`src/rtl/blockade_rom_loader_if.sv`:
```
// Download bus bundle between the MiST data_io ioctl stream and the game core.
//   ioctl_download : download window active            (data_io -> loader)
//   ioctl_index    : download target index             (data_io -> loader)
//   ioctl_wr       : single-cycle byte strobe          (data_io -> loader)
//   ioctl_addr     : byte address within the download  (data_io -> loader)
//   ioctl_dout     : byte data                         (data_io -> loader)
//   ioctl_wait     : back-pressure                     (loader -> data_io)
//   dn_addr/dn_wr/dn_data : core ROM download write bus (loader -> core)
// master = data_io side, slave = loader.
interface blockade_rom_loader_if;
  logic        ioctl_download;
  logic [7:0]  ioctl_index;
  logic        ioctl_wr;
  logic [24:0] ioctl_addr;
  logic [7:0]  ioctl_dout;
  logic        ioctl_wait;
  logic [13:0] dn_addr;
  logic        dn_wr;
  logic [7:0]  dn_data;

  modport master (
    output ioctl_download, ioctl_index, ioctl_wr, ioctl_addr, ioctl_dout,
    input  ioctl_wait, dn_addr, dn_wr, dn_data
  );

  modport slave (
    input  ioctl_download, ioctl_index, ioctl_wr, ioctl_addr, ioctl_dout,
    output ioctl_wait, dn_addr, dn_wr, dn_data
  );
endinterface

```
`src/rtl/blockade_rom_loader.sv`:
```
// Blockade ROM download sequencer.
// Paces ioctl bytes into the program ROM / graphics PROM download bus, holds
// the core in reset during and after a download, latches the game-mode
// trailer byte and reports load status, checksum and byte count.
// Ports:
//   clk, reset  : system clock, synchronous active-high reset
//   bus         : ioctl stream in, ioctl_wait and dn_* write bus out (slave)
//   core_reset  : holds the game core in reset
//   game_mode   : trailer byte bits [1:0]
//   load_done   : a complete load has finished
//   checksum    : mod-256 sum of forwarded bytes
//   byte_count  : forwarded byte count, saturating at 0x3FFF
//   overrun     : sticky, a strobe arrived while ioctl_wait was high
module blockade_rom_loader #(
  parameter int ROM_INDEX  = 0,
  parameter int WR_GAP     = 3,
  parameter int RESET_HOLD = 1023
) (
  input  logic                    clk,
  input  logic                    reset,
  blockade_rom_loader_if.slave    bus,
  output logic                    core_reset,
  output logic [1:0]              game_mode,
  output logic                    load_done,
  output logic [7:0]              checksum,
  output logic [13:0]             byte_count,
  output logic                    overrun
);
  typedef enum logic [2:0] {IDLE, LOAD, FLUSH, HOLD, DONE} state_t;

  localparam logic [24:0] TRAILER_ADDR = 25'h1400;

  state_t      state_reg;
  logic        sel_reg;
  logic [3:0]  gap_reg;
  logic [15:0] hold_reg;
  logic        wait_reg;
  logic [13:0] dn_addr_reg;
  logic        dn_wr_reg;
  logic [7:0]  dn_data_reg;
  logic        core_reset_reg;
  logic [1:0]  game_mode_reg;
  logic        load_done_reg;
  logic [7:0]  checksum_reg;
  logic [13:0] byte_count_reg;
  logic        overrun_reg;

  logic idx_match;
  logic sel;
  logic sel_rise;
  logic accept;

  assign idx_match = (bus.ioctl_index == 8'(ROM_INDEX));
  assign sel       = bus.ioctl_download && idx_match;
  assign sel_rise  = sel && !sel_reg;
  // Strobes are taken in LOAD even if the download flag drops in the same
  // cycle, so the last byte of a download is never lost.
  assign accept    = (state_reg == LOAD) && bus.ioctl_wr && idx_match;

  always_ff @(posedge clk) begin
    if (reset) begin
      state_reg      <= IDLE;
      sel_reg        <= 1'b0;
      gap_reg        <= 4'd0;
      hold_reg       <= 16'd0;
      wait_reg       <= 1'b0;
      dn_addr_reg    <= 14'd0;
      dn_wr_reg      <= 1'b0;
      dn_data_reg    <= 8'd0;
      core_reset_reg <= 1'b1;
      game_mode_reg  <= 2'd0;
      load_done_reg  <= 1'b0;
      checksum_reg   <= 8'd0;
      byte_count_reg <= 14'd0;
      overrun_reg    <= 1'b0;
    end else begin
      sel_reg   <= sel;
      dn_wr_reg <= 1'b0;

      // wait_reg mirrors (gap_reg != 0) one cycle ahead so it is a flop.
      if (gap_reg != 4'd0) begin
        gap_reg  <= gap_reg - 4'd1;
        wait_reg <= (gap_reg > 4'd1);
      end

      if (accept) begin
        if (wait_reg) begin
          overrun_reg <= 1'b1;
        end else if (bus.ioctl_addr < TRAILER_ADDR) begin
          dn_addr_reg  <= bus.ioctl_addr[13:0];
          dn_data_reg  <= bus.ioctl_dout;
          dn_wr_reg    <= 1'b1;
          gap_reg      <= 4'(WR_GAP);
          wait_reg     <= 1'b1;
          checksum_reg <= checksum_reg + bus.ioctl_dout;
          if (byte_count_reg != 14'h3FFF)
            byte_count_reg <= byte_count_reg + 14'd1;
        end else if (bus.ioctl_addr == TRAILER_ADDR) begin
          game_mode_reg <= bus.ioctl_dout[1:0];
        end
      end

      // No strobe is accepted outside LOAD, so the LOAD-entry clears below
      // never collide with the accept path above.
      case (state_reg)
        LOAD: begin
          if (!sel) state_reg <= FLUSH;
        end
        FLUSH: begin
          if (gap_reg == 4'd0) begin
            state_reg <= HOLD;
            hold_reg  <= 16'(RESET_HOLD);
          end
        end
        HOLD: begin
          if (!sel_rise) begin
            hold_reg <= hold_reg - 16'd1;
            if (hold_reg == 16'd1) begin
              state_reg      <= DONE;
              core_reset_reg <= 1'b0;
              load_done_reg  <= 1'b1;
            end
          end
        end
        default: ;
      endcase

      if (sel_rise && (state_reg == IDLE || state_reg == HOLD || state_reg == DONE)) begin
        state_reg      <= LOAD;
        core_reset_reg <= 1'b1;
        load_done_reg  <= 1'b0;
        checksum_reg   <= 8'd0;
        byte_count_reg <= 14'd0;
        overrun_reg    <= 1'b0;
      end
    end
  end

  assign bus.ioctl_wait = wait_reg;
  assign bus.dn_addr    = dn_addr_reg;
  assign bus.dn_wr      = dn_wr_reg;
  assign bus.dn_data    = dn_data_reg;
  assign core_reset     = core_reset_reg;
  assign game_mode      = game_mode_reg;
  assign load_done      = load_done_reg;
  assign checksum       = checksum_reg;
  assign byte_count     = byte_count_reg;
  assign overrun        = overrun_reg;
endmodule

```
`src/flat_wrapper.sv`:
```
// flat-port wrapper written by rule: the top's interface ports become plain ports
module blockade_rom_loader_flat 
#(
  parameter int ROM_INDEX  = 0,
  parameter int WR_GAP     = 3,
  parameter int RESET_HOLD = 1023
)
  (clk, reset, core_reset, game_mode, load_done, checksum, byte_count, overrun, bus_ioctl_download, bus_ioctl_index, bus_ioctl_wr, bus_ioctl_addr, bus_ioctl_dout, bus_ioctl_wait, bus_dn_addr, bus_dn_wr, bus_dn_data);
  blockade_rom_loader_if bus_i ();
  input  logic clk;
  input  logic reset;
  output logic core_reset;
  output logic [1:0] game_mode;
  output logic load_done;
  output logic [7:0] checksum;
  output logic [13:0] byte_count;
  output logic overrun;
  input wire logic [$bits(bus_i.ioctl_download)-1:0] bus_ioctl_download;
  input wire logic [$bits(bus_i.ioctl_index)-1:0] bus_ioctl_index;
  input wire logic [$bits(bus_i.ioctl_wr)-1:0] bus_ioctl_wr;
  input wire logic [$bits(bus_i.ioctl_addr)-1:0] bus_ioctl_addr;
  input wire logic [$bits(bus_i.ioctl_dout)-1:0] bus_ioctl_dout;
  output wire logic [$bits(bus_i.ioctl_wait)-1:0] bus_ioctl_wait;
  output wire logic [$bits(bus_i.dn_addr)-1:0] bus_dn_addr;
  output wire logic [$bits(bus_i.dn_wr)-1:0] bus_dn_wr;
  output wire logic [$bits(bus_i.dn_data)-1:0] bus_dn_data;
  assign bus_i.ioctl_download = bus_ioctl_download;
  assign bus_i.ioctl_index = bus_ioctl_index;
  assign bus_i.ioctl_wr = bus_ioctl_wr;
  assign bus_i.ioctl_addr = bus_ioctl_addr;
  assign bus_i.ioctl_dout = bus_ioctl_dout;
  assign bus_ioctl_wait = bus_i.ioctl_wait;
  assign bus_dn_addr = bus_i.dn_addr;
  assign bus_dn_wr = bus_i.dn_wr;
  assign bus_dn_data = bus_i.dn_data;
  blockade_rom_loader #(.ROM_INDEX(ROM_INDEX), .WR_GAP(WR_GAP), .RESET_HOLD(RESET_HOLD)) u_core (.clk(clk), .reset(reset), .bus(bus_i), .core_reset(core_reset), .game_mode(game_mode), .load_done(load_done), .checksum(checksum), .byte_count(byte_count), .overrun(overrun));
endmodule
```
`config.mk`:
```
export PLATFORM = sky130hd
export DESIGN_NAME = blockade_rom_loader_flat
export DESIGN_NICKNAME = d
export VERILOG_FILES = /design/src/rtl/blockade_rom_loader_if.sv /design/src/rtl/blockade_rom_loader.sv /design/src/flat_wrapper.sv
export SDC_FILE = /design/constraint.sdc
export NUM_CORES = 1
export LEC_CHECK = 0
export CAP_MARGIN = 25
export CORE_UTILIZATION = 53
export DETAILED_ROUTE_END_ITERATION = 16
export PLACE_DENSITY = 0.9
export SLEW_MARGIN = 20
export SYNTH_ARGS = -nofsm -noshare
export SYNTH_HDL_FRONTEND = slang
export SYNTH_SLANG_ARGS = --single-unit
```
`constraint.sdc`:
```
create_clock -name clk -period 6.9 [get_ports clk]
set_input_delay 0.69 -clock clk [delete_from_list [all_inputs] [get_ports clk]]
set_output_delay 0.69 -clock clk [all_outputs]
set_load 0.02 [all_outputs]
```
==> flow_summary_export.csv, run 1 <==
group,metric,value,unit
synthesis,synth_largest_area_cell,"dfxtp_1",
die,die_x,85.1,um
placed_design,post-place-ws,3570,ps
clock_network,ctsHtreeMaxLevel,3,
grt,antenna_found_initial,0,
setup_path,cp-end-kind,"flop",
die,die_area,7240,um^2
grt,grt.total_usage,27.0,%
detailed_routing,first_iter_violations,205,
finish,instances_no_fill,615,
die,die_h,85.1,um
finish,final_layout_size_suffix_gt1_share,5.76,%
finish,largest_register_ffs,16,
synthesis,yosysSeqAreaShare,41.0,%
synthesis,muxShareOfSynthArea,0.547,%
setup_path,critPathRequiredTime,7140,ps
grt,grt_pass1_vias,3474,
synthesis,syn_avg_cell_area,8.28,um^2
sta,slew_viol_final,0,
setup_path,ff2ff_path_depth,7,
synthesis,netlist_instances,442,
clock_network,cts_num_sinks,75,
synthesis,synth_xor_area_share,3.35,%
finish,areaGrowthSynthToFinish,33.4,%
grt,grt_start_max_net_pins,48,
worst_hold_path,hp-class,"reg2reg",
placed_design,io_buffers,95,
sta,timing.final.crit_share,43.2,%
worst_hold_path,hold_start,"u_core.bus.dn_addr[6]",
placed_design,place.gp.congestion,0.791,
die,core.rowCount,29,
setup_path,crit_type,"in2reg",
sta,rsz0062_at_grt,"no",
synthesis,syn_nets,501,
setup_path,crit_buf_inv,1,
synthesis,synth_compound_area_share,17.0,%
die,start_util,56.3,%
setup_path,ff2ff_setup_slack,4300,ps
setup_path,crit_fanout,23,
synthesis,yosysWarnings,0,
detailed_routing,firstDrtPassIters,5,
setup_path,timing.rr.end,"u_core.hold_reg[13]",
sta,fin_tns_setup,0,ps
die,ios,96,
sta,relSlewSlack,38.7,%
synthesis,ys_ff_latch,75,
finish,nets,593,
pwr,powerDensity,201,nW/um^2
pwr,vdd_ir_drop_max,116,uV
detailed_routing,ant_nets,0,
detailed_routing,wl,9700,um
clock_network,ctsResizeCount,0,
sta,setup_viol,0,
placed_design,dpl.cell_count,600,
synthesis,ys_async_sr_fraction,0,%
synthesis,synth_ff_type,"dfxtp_1",
clock_network,clk_latency,350,ps
synthesis,synth_simple_gate_area_share,29.1,%
clock_network,tritoncts,"yes",
setup_path,crit_path_cell_trace,"clkdlybuf4s50_1 -> or4_1 -> nor4b_2 -> a21o_1 -> a211o_1 -> nand2_1",
setup_path,reg2reg_from,"u_core.gap_reg[0]",
synthesis,synth_edf_count,0,
clock_network,clk_path_buf_depth,2,
sta,layout_setup_ws,3920,ps
flow_run,maxCapViolCount,0,
clock_network,cts.clk_slew.worst_paths,70,ps
synthesis,synth_top_area_share,41.0,%
clock_network,cts_made_buffers,9,
placed_design,placed_cell_area,4660,um^2
finish,insertedDiodeCount,0,
placed_design,dp_hpwl,6840,um
sta,hold_violations,0,
grt,grt_first_pass_wirelength,15700,um
clock_network,cts-root-buf,"clkbuf_8",
sta,clock_skew,11.0,ps
pwr,total_power,0.000980,W
sta,fin_crit,2980,ps
grt,overflow,0,
clock_network,cts_hold_buf,0,
pwr,p_leak,1.73,nW
worst_hold_path,holdPathStages,2,
detailed_routing,wire_per_inst,15.8,um
worst_hold_path,min_to,"u_core.bus.dn_addr[6]",
synthesis,syn_area,3660,um^2
die,core_area,6490,um^2
setup_path,critPathSlowestCell,"a21o_1",
sta,tightestPinTransition,917,ps
detailed_routing,vias,3629,
synthesis,synth_top_family_by_area,"simple AND/OR/NAND/NOR gates",
setup_path,crit_arrival,3230,ps
detailed_routing,vias_per_cell,5.90,
setup_path,critPathMaxStageDelay,700,ps
synthesis,synthAdderAreaFrac,4.99,%
run_status,status,"finished clean",
finish,postLayoutCellArea,4880,um^2
setup_path,cp_top_family,"simple AND/OR/NAND/NOR gates",
synthesis,synth.area.top_cells,"dfxtp_1, a21oi_1, nand2_1",
sta,max_freq,0.335,GHz
clock_network,cts_setup_buffers,0,
detailed_routing,drc,0,
synthesis,synth_cell_types,56,
setup_path,start_kind,"primary input",
-- report_power, final --
part           switching (W)  leakage (nW)  total [W]  internal (W)
combinational      0.0000724          1.01   0.000147     0.0000742
clock               0.000160         0.108   0.000370      0.000210
sequential         0.0000161         0.605   0.000463      0.000447
-- logic make-up after synthesis --
family | after synthesis
buffers and inverters | 37
AND/OR/NAND/NOR | 195
AO/OA/AOI/OAI | 105
XOR/XNOR | 14
adder cells (fa/ha/maj) | 14
multiplexers | 2
flip-flops | 75
-- routing by layer --
metal  share of wire [%]  vias to the layer above  global-route usage [%]
met4                 2.1                        0                    10.9
met2                  49                      150                    46.3
met5                   0                        -                       0
li1                    -                     1780                       -
met1                  42                     1679                    33.4
met3                 6.4                       20                    5.16
-- placed cells by master (no fill, tap or decap), drive strengths merged, types with 3 or more instances in the layout --
cell type / Yosys / layout
a2111oi: 3 / 3
a211oi: 4 / 4
a21oi: 57 / 57
a311oi: 3 / 3
and3: 10 / 10
and4: 3 / 3
buf: 7 / 5
clkbuf: 12 / 10
clkdlybuf4s50: 0 / 95
dfxtp: 75 / 75
ha: 13 / 13
inv: 18 / 18
nand2: 70 / 70
nand2b: 3 / 3
nand3: 12 / 12
nand3b: 4 / 4
nand4: 6 / 6
nor2: 23 / 23
nor2b: 3 / 3
nor3: 12 / 12
nor4: 17 / 17
nor4b: 3 / 3
o21ai: 17 / 17
o31ai: 6 / 6
or3: 7 / 7
or4: 10 / 10
xnor2: 12 / 12
-- worst max path at each step --
stage,to,from,depth (start not counted)
final,u_core.byte_count[8],bus_ioctl_index[5],6
after global routing,u_core.byte_count[10],bus_ioctl_index[5],6
after CTS,u_core.byte_count[10],bus_ioctl_index[5],6
after detailed placement,u_core.byte_count[10],bus_ioctl_index[5],6
after global placement,u_core.byte_count[8],bus_ioctl_index[5],6
after floorplan,u_core.byte_count[6],bus_ioctl_index[5],5
-- area by class of cell --
class | instances | area (um^2)
Multi-Input combinational cell | 330 | 2010
Fill cell | 468 | 1620
Sequential cell | 75 | 1500
Timing Repair Buffer | 100 | 986
Clock buffer | 10 | 138
Tap cell | 77 | 96.3
Clock inverter | 5 | 77.6
Inverter | 18 | 67.6
-- cell usage after synthesis (4+ instances only) --
master     n
dfxtp_1   75
clkbuf_1  12
a21oi_1   57
nor2_1    23
nand2_1   69
xnor2_1   12
or4_1      9
or3_1      6
nor4_1    15
o21ai_0   17
buf_2      4
and3_1    10
a211oi_1   4
inv_1     18
ha_1      13
nand3b_1   4
nand3_1   12
o31ai_1    6
nor3_1    12
nand4_1    6
-- worst min-delay path: cells and delay by family, from the launching register on --
kind / cells / cell delay [ps]
AOI/OAI and AO/OA: 1 / 50
DFF: 1 / 310
and+or+nand+nor: 1 / 50
-- stage by stage --
step / util [%] / hold WS [ps]
6_report: 75.1 / 450
3_5_place_dp: 71.8 / 444
2_1_floorplan: - / 454
5_1_grt: 75.1 / 474
4_1_cts: 75.1 / 454
3_3_place_gp: 71.7 / 438
No activity file was read; power rests on OpenSTA's default activity.
==> run 2: changes to the inputs <==
CORE_UTILIZATION = 44   (was 53)
PLACE_DENSITY = 0.8   (was 0.9)
clock period = 2.7 ns   (was 6.9 ns; I/O delays follow)
==> flow_summary_export.csv, run 2 (same netlist as run 1, synthesis figures left out) <==
group,metric,value,unit
die,core.rowCount,32,
grt,grt_most_used_layer,"met2",
clock_network,cts_setup_buffers,0,
die,die_h,93.2,um
worst_hold_path,hp-class,"reg2reg",
clock_network,clk_latency,350,ps
placed_design,io_buffers,95,
pwr,powerDensity,509,nW/um^2
grt,grt_start_max_net_pins,32,
clock_network,tritoncts,"yes",
die,start_util,46.4,%
finish,insertedDiodeCount,0,
clock_network,ctsHtreeMaxLevel,3,
setup_path,crit_path_cell_trace,"ha_1 -> and3_1 -> and2_1 -> a311o_1 -> or4_1 -> a21oi_1",
setup_path,critPathSlowestCell,"a311o_1",
setup_path,crit_type,"reg2reg",
sta,hold_violations,0,
finish,final_layout_size_suffix_gt1_share,7.48,%
detailed_routing,wire_per_inst,15.2,um
clock_network,cts-root-buf,"clkbuf_8",
sta,fin_crit,2220,ps
detailed_routing,ant_nets,0,
setup_path,critPathRequiredTime,2990,ps
grt,antenna_found_initial,0,
pwr,total_power,0.00255,W
finish,layout_commonest_cell,"clkdlybuf4s50_1",
placed_design,post-place-ws,151,ps
detailed_routing,drc,0,
setup_path,start_kind,"flop",
die,ios,96,
setup_path,crit_buf_inv,0,
sta,layout_setup_ws,482,ps
sta,fin_tns_setup,0,ps
detailed_routing,vias_per_cell,5.61,
finish,utilization,63.5,%
setup_path,critPathMaxStageDelay,510,ps
grt,met3_usage,5.77,%
detailed_routing,wl,9880,um
setup_path,crit_fanout,13,
grt,grt.met1_usage,28.0,%
die,die_x,93.2,um
sta,tightestPinTransition,479,ps
sta,relSlewSlack,67.8,%
clock_network,cts_made_buffers,9,
die,core_area,7890,um^2
placed_design,dp_hpwl,7200,um
sta,setup_viol,0,
sta,timing.final.crit_share,82.2,%
placed_design,placed_cell_area,4780,um^2
setup_path,cp_top_family,"simple AND/OR/NAND/NOR gates",
sta,slew_viol_final,0,
die,die_area,8680,um^2
clock_network,cts_hold_buf,0,
clock_network,ctsResizeCount,0,
finish,largest_register_ffs,16,
grt,grt_pass1_vias,3485,
flow_run,maxCapViolCount,0,
finish,nets,602,
clock_network,cts_num_sinks,75,
finish,nFillCells,673,
sta,max_freq,0.451,GHz
setup_path,cp-end-kind,"flop",
clock_network,clk_path_buf_depth,2,
grt,grt.total_usage,23.2,%
grt,grt_first_pass_wirelength,15900,um
sta,clock_skew,7.06,ps
finish,areaGrowthSynthToFinish,36.8,%
setup_path,crit_arrival,2510,ps
run_status,status,"finished clean",
finish,postLayoutCellArea,5000,um^2
detailed_routing,first_iter_violations,185,
pwr,p_leak,1.78,nW
pwr,vdd_ir_drop_max,279,uV
detailed_routing,firstDrtPassIters,5,
grt,use_met2,40.4,%
sta,rsz0062_at_grt,"no",
finish,final_cell_mix,"clkdlybuf4s50_1, dfxtp_1, nand2_1",
detailed_routing,vias,3647,
clock_network,cts.clk_slew.worst_paths,80,ps
grt,overflow,0,
placed_design,place.gp.congestion,0.857,
[run 2: cell types whose count changed in the layout (fill, tap and decap cells not counted), sizes merged]
cell    delta
buf        +9
clkbuf     -1
clkinv     +2
[run 2: worst register-to-register path, stage by stage, from the launching register on]
cell     delay (ps)
dfxtp_1         370
ha_1            260
and3_1          220
and2_1          200
a311o_1         510
or4_1           450
a21oi_1         140
[run 2: path summary, 6_finish.rpt]
kind / to / start / slack, ps / cells after the start
setup reg to reg: u_core.byte_count[13] / u_core.byte_count[0] / 480 / 6
hold / removal: u_core.bus.dn_addr[5] / u_core.bus.dn_addr[5] / 450 / 2
hold reg to reg: u_core.bus.dn_addr[5] / u_core.bus.dn_addr[5] / 450 / 2
setup / recovery: u_core.byte_count[13] / u_core.byte_count[0] / 480 / 6
[run 2: metal layers]
| layer | wire length [um] | share of wire [%] | vias up |
|---|---|---|---|
| met5 | 0 | 0 | - |
| li1 | - | - | 1807 |
| met1 | 4250 | 43 | 1690 |
| met2 | 4810 | 49 | 130 |
| met3 | 611 | 6.2 | 20 |
| met4 | 204 | 2.1 | 0 |
[run 2: power breakdown]
group	total (W)	switching, W	internal, W	leakage [nW]
logic	0.000401	0.000187	0.000213	1.06
registers	0.00118	0.0000375	0.00114	0.605
clock network	0.000967	0.000441	0.000526	0.110
[run 2: cell type report]
class	count	area, um^2	area share, %
multi-input combinational	330	2010	40.2
sequential	75	1500	30.0
timing repair buffer	109	1070	21.3
tap	102	128	2.55
clock buffer	9	124	2.48
clock inverter	7	103	2.05
inverter	18	67.6	1.35
[run 2: through the flow]
step,hold slack (ps),instances
5_1_grt,473,650
4_1_cts,456,650
6_report,450,650
2_1_floorplan,407,442
3_3_place_gp,438,634
3_5_place_dp,444,634
